File: src/rtl/md4_core.sv
// md4_core: MD4 compression engine with valid/ready handshake, several steps per clock and held output
module md4_core #(
  parameter int STEPS_PER_CYCLE = 1,
  parameter bit BYTESWAP = 1
) (
  input  logic         clk,
  input  logic         nrst,
  input  logic         in_valid,
  output logic         in_ready,
  input  logic [31:0]  state_a,
  input  logic [31:0]  state_b,
  input  logic [31:0]  state_c,
  input  logic [31:0]  state_d,
  input  logic [511:0] data,
  output logic         out_valid,
  input  logic         out_ready,
  output logic [31:0]  newstate_a,
  output logic [31:0]  newstate_b,
  output logic [31:0]  newstate_c,
  output logic [31:0]  newstate_d,
  output logic [5:0]   step
);
  localparam int S = STEPS_PER_CYCLE;
  localparam logic [2:0][3:0][4:0] SHT = {
    {5'd15, 5'd11, 5'd9, 5'd3},
    {5'd13, 5'd9, 5'd5, 5'd3},
    {5'd19, 5'd11, 5'd7, 5'd3}
  };

  typedef enum logic [1:0] {IDLE, ROUND, DONE} state_t;

  state_t state, state_n;
  logic [15:0][31:0] x_in, x_q;
  logic [31:0] aa, bb, cc, dd, sa, sb, sc, sd;
  logic [127:0] chain;
  logic accept, last;

  if (!(S == 1 || S == 2 || S == 3 || S == 4 || S == 6 || S == 8 || S == 12 || S == 16)) begin : g_bad_steps
    $error("md4_core: STEPS_PER_CYCLE must divide 48 (1,2,3,4,6,8,12,16)");
  end

  for (genvar i = 0; i < 16; i++) begin : g_word
    logic [31:0] w;
    assign w = data[511-32*i -: 32];
    assign x_in[i] = BYTESWAP ? {w[7:0], w[15:8], w[23:16], w[31:24]} : w;
  end

  // One MD4 step on {a,b,c,d}; the result is rotated to {d,a',b,c} so the next step always targets a
  function automatic logic [127:0] md4_step(input logic [127:0] st, input logic [5:0] k,
                                            input logic [15:0][31:0] x);
    logic [31:0] a, b, c, d, f, w, kc, t;
    logic [63:0] tt;
    logic [3:0] i;
    logic [1:0] r;
    {a, b, c, d} = st;
    i = k[3:0];
    r = k[5:4];
    f = r == 2'd0 ? (b & c) | (~b & d) : r == 2'd1 ? (b & c) | (b & d) | (c & d) : b ^ c ^ d;
    w = r == 2'd0 ? x[i] : r == 2'd1 ? x[{i[1:0], i[3:2]}] : x[{i[0], i[1], i[2], i[3]}];
    kc = r == 2'd0 ? 32'h0 : r == 2'd1 ? 32'h5A827999 : 32'h6ED9EBA1;
    t = a + f + w + kc;
    tt = {t, t} << SHT[r][i[1:0]];
    return {d, tt[63:32], b, c};
  endfunction

  assign accept = in_valid && in_ready;
  assign last = step == 6'd48;

  // Apply S consecutive steps starting at step as one combinational chain
  always_comb begin
    chain = {aa, bb, cc, dd};
    for (int j = 0; j < S; j++) chain = md4_step(chain, step + 6'(j), x_q);
  end

  // Next state: accept in IDLE, leave ROUND after step 48, leave DONE on the output handshake
  always_comb begin
    state_n = state;
    state_n = state == IDLE ? (accept ? ROUND : IDLE) :
              state == ROUND ? (last ? DONE : ROUND) :
              (out_ready ? IDLE : DONE);
  end

  // State register
  always_ff @(posedge clk or negedge nrst)
    if (!nrst) state <= IDLE;
    else state <= state_n;

  // Datapath: latch block, run rounds, feed-forward, registered handshake flags
  always_ff @(posedge clk or negedge nrst)
    if (!nrst) begin
      in_ready <= 1'b0;
      out_valid <= 1'b0;
      step <= '0;
      x_q <= '0;
      {aa, bb, cc, dd} <= '0;
      {sa, sb, sc, sd} <= '0;
      {newstate_a, newstate_b, newstate_c, newstate_d} <= '0;
    end else begin
      in_ready <= state_n == IDLE;
      out_valid <= state_n == DONE;
      if (accept) begin
        x_q <= x_in;
        {aa, bb, cc, dd} <= {state_a, state_b, state_c, state_d};
        {sa, sb, sc, sd} <= {state_a, state_b, state_c, state_d};
        step <= '0;
      end else if (state == ROUND && !last) begin
        {aa, bb, cc, dd} <= chain;
        step <= step + 6'(S);
      end else if (state == ROUND) begin
        newstate_a <= sa + aa;
        newstate_b <= sb + bb;
        newstate_c <= sc + cc;
        newstate_d <= sd + dd;
      end
    end
endmodule

File: config.mk
export PLATFORM = sky130hd
export DESIGN_NAME = md4_core
export DESIGN_NICKNAME = d
export VERILOG_FILES = /design/src/rtl/md4_core.sv
export SDC_FILE = /design/constraint.sdc
export NUM_CORES = 2
export LEC_CHECK = 0
export CAP_MARGIN = 20
export CORE_MARGIN = 2
export CORE_UTILIZATION = 57
export DETAILED_ROUTE_END_ITERATION = 6
export PLACE_DENSITY = 0.9
export SYNTH_ARGS = -nofsm -noshare
export SYNTH_HDL_FRONTEND = slang
export SYNTH_SLANG_ARGS = --single-unit
File: constraint.sdc
create_clock -name clk -period 9.06 [get_ports clk]
set_input_delay 2.265 -clock clk [delete_from_list [all_inputs] [get_ports clk]]
set_output_delay 2.265 -clock clk [all_outputs]
set_load 0.01 [all_outputs]
==> run metrics <==
critical path class register to register; Max-cap violations 0; Nets 7,717; FILL cells 7,152; Std-Cell Rows 118; grt ovf 0; area grow syn2layout 20.9%; CTS buffer count 96; Max Slew Vio Count 0; Syn Nets 7,163; Reg area 0.0227 mm²; PortBufs 779; RSZ-0062 raised after global routing no; placed wire-length estimate 157,000 µm; die width 326 µm; crit path capture type register; critical path startpoint category register; failing checks design-rule violations; Root Buffer clkbuf_16; final hold violation count 0; vias in the first global route 53,900; die area 0.106 mm²; Tmin final 8.02 ns; Worst-Margin Slew 1.14 ns; critical path required time 9.68 ns; worst rel slew slack 24.2%; synthesized area per cell 9.49 µm²; Synth cell types 87; Synth area leaders dfrtp_1 (38%), mux4_2 (16%), nand2_1 (14%); Die Y 326 µm; Final period util 88.5%; Boundary Pins 780; final setup vio count 0; Initial Utilization 57.3%; H-tree levels 3; top-count cell post-synth nand2_1; WL/cell 26.2 µm; CTS max path bufs 3; post-synthesis register bit count 906; final wirelength 217,000 µm; layout cells sized above 1 10.4%; status finished, violations left; Multi-input gate area 0.0344 mm²; worst hold slack 0.467 ns; Post-synth EDFFs 0; TritonRoute pass-1 iters 7; Clock Latency Late Sink 0.73 ns; largest net degree at the start of global routing 205; setup TNS 0 ns; clock sink count 906; Synth Flop Type dfrtp_1; Initial DRC Count 6,951; Core ar. 0.103 mm²; Vias 54,000; Post-Syn Area 0.0591 mm²; CTS tree yes; placer congestion estimate 0.998; Critical Path AT 8.64 ns; worst hold path class register to register; hold bufs inserted after CTS 0; first-pass GRT wire length 326,000 µm; clock slew seen by the registers of the worst setup and hold paths 0.06 ns; Setup Buffers After CTS 0; Final ANT Viol Nets 0; Achievable Freq 125 MHz; Post-synth top cells nand2_1 (2,211), dfrtp_1 (906), mux4_2 (412), o21ai_0 (371), clkbuf_1 (319); Async SR Flop Fraction 100%; initial antenna violation count 29; area leader, netlist dfrtp_1; Ys Warns 0; GRT Overall Usage 40.5%; skew final 0.0466 ns; Resized Gates After CTS 0; largest fanout on the critical path 51; post-synth top area share 38.4%; synthesized instance count 6,227; vias per cell 6.53; Core Util, Final 69.2%; sequential share of the synthesized area 38.4%; DRC errors left 1
[registers in the layout (all words and copies together), names as in the netlist]
register	flops
state	2
step	6
sc	32
x_q	512
cc	32
newstate_d	32
sa	32
dd	32
aa	32
newstate_b	32
sb	32
newstate_a	32
out_valid	1
sd	32
bb	32
in_ready	1
newstate_c	32
[layout make-up]
class | count | share of cell area, %
flip-flops and latches | 906 | 31.7
clock inverters | 44 | 0.872
multi-input cells | 4779 | 48.2
repair buffers | 850 | 12.0
well taps | 1380 | 2.42
diodes | 19 | 0.0665
clock buffers | 136 | 3.91
inverters | 148 | 0.788
[cells by family after synthesis]
| kind of cell | Yosys count | synth area share, % |
|---|---|---|
| adder cells (fa/ha/maj) | 292 | 7.34 |
| AND/OR/NAND/NOR | 2644 | 17.7 |
| XOR/XNOR | 138 | 2.06 |
| flip-flops | 906 | 38.4 |
| multiplexers | 643 | 19.7 |
| AO/OA/AOI/OAI | 1062 | 11.3 |
| buffers and inverters | 542 | 3.51 |
[final timing paths]
| check | start | to | slack [ns] | cells past startpoint |
|---|---|---|---|---|
| setup reg to reg | step[3] | bb[20] | 1.04 | 25 |
| hold reg to reg | newstate_b[16] | newstate_b[16] | 0.47 | 2 |
| max in group asynchronous | nrst | x_q[19] | 5.50 | 3 |
| hold / removal | newstate_b[16] | newstate_b[16] | 0.47 | 2 |
| min in group asynchronous | nrst | newstate_d[25] | 1.65 | 1 |
| setup / recovery | step[3] | bb[20] | 1.04 | 25 |
[metal layers]
metal,track usage (%),routed length [µm],up-vias,part of all wire (%)
met5,0,131,-,0.060
met4,27.6,18000,22,8.3
met3,10.8,24500,1011,11
met2,63.9,99800,3810,46
met1,48.7,74200,26200,34
li1,-,-,22900,-
[cell usage in the layout, fill, tap and decap left out, drive strengths merged, types with 15 or more instances in the layout]
cell and instances:
nand3 43, o22ai 26, diode 19, o31ai 16, o21a 27, ha 201, buf 71, a22oi 24
clkdlybuf4s50 778, and3 23, nand2 2211, a221oi 27, xnor2 68, o21bai 15, clkinv 18, a211oi 63
a22o 17, o211ai 31, inv 154, nor3 44, fa 91, and2 26, clkbuf 137, nand2b 32
a31oi 30, dfrtp 906, mux2i 212, a21oi 229, o21ai 376, xor2 70, mux2 17, mux4 414
nor2b 22, a21o 58, nor2 190
[worst max-delay path: stages (launching register included)]
cell	delay [ns]
dfrtp_4	1.00
buf_4	0.53
mux2i_1	0.17
nor2_1	0.13
a31oi_1	0.06
nor2_1	0.13
a21oi_1	0.06
o221ai_1	0.19
mux2i_1	0.11
a21oi_1	0.79
fa_1	0.57
ha_1	0.29
ha_1	0.18
inv_1	0.07
fa_1	0.45
nor2b_1	0.17
o2111ai_1	0.17
a211oi_2	0.46
o21ai_2	0.22
a21oi_2	0.30
o41ai_1	0.13
xnor2_1	0.56
mux4_2	0.39
a21oi_2	0.06
a221oi_1	0.50
o21a_1	0.17
[stage by stage]
stage | cell area, µm² | setup WS [ns] | std cells
finish | 71500 | 1.04 | 8262
global placement | 67900 | 1.39 | 8060
CTS | 71400 | 1.15 | 8240
global route | 71400 | 0.544 | 8258
detailed placement | 67900 | 1.24 | 8060
floorplan | 59100 | 1.92 | 6227
Power is left out: the tool's default activity adds up to more than one toggle a clock period on the data nets, which glitch-free logic cannot reach.
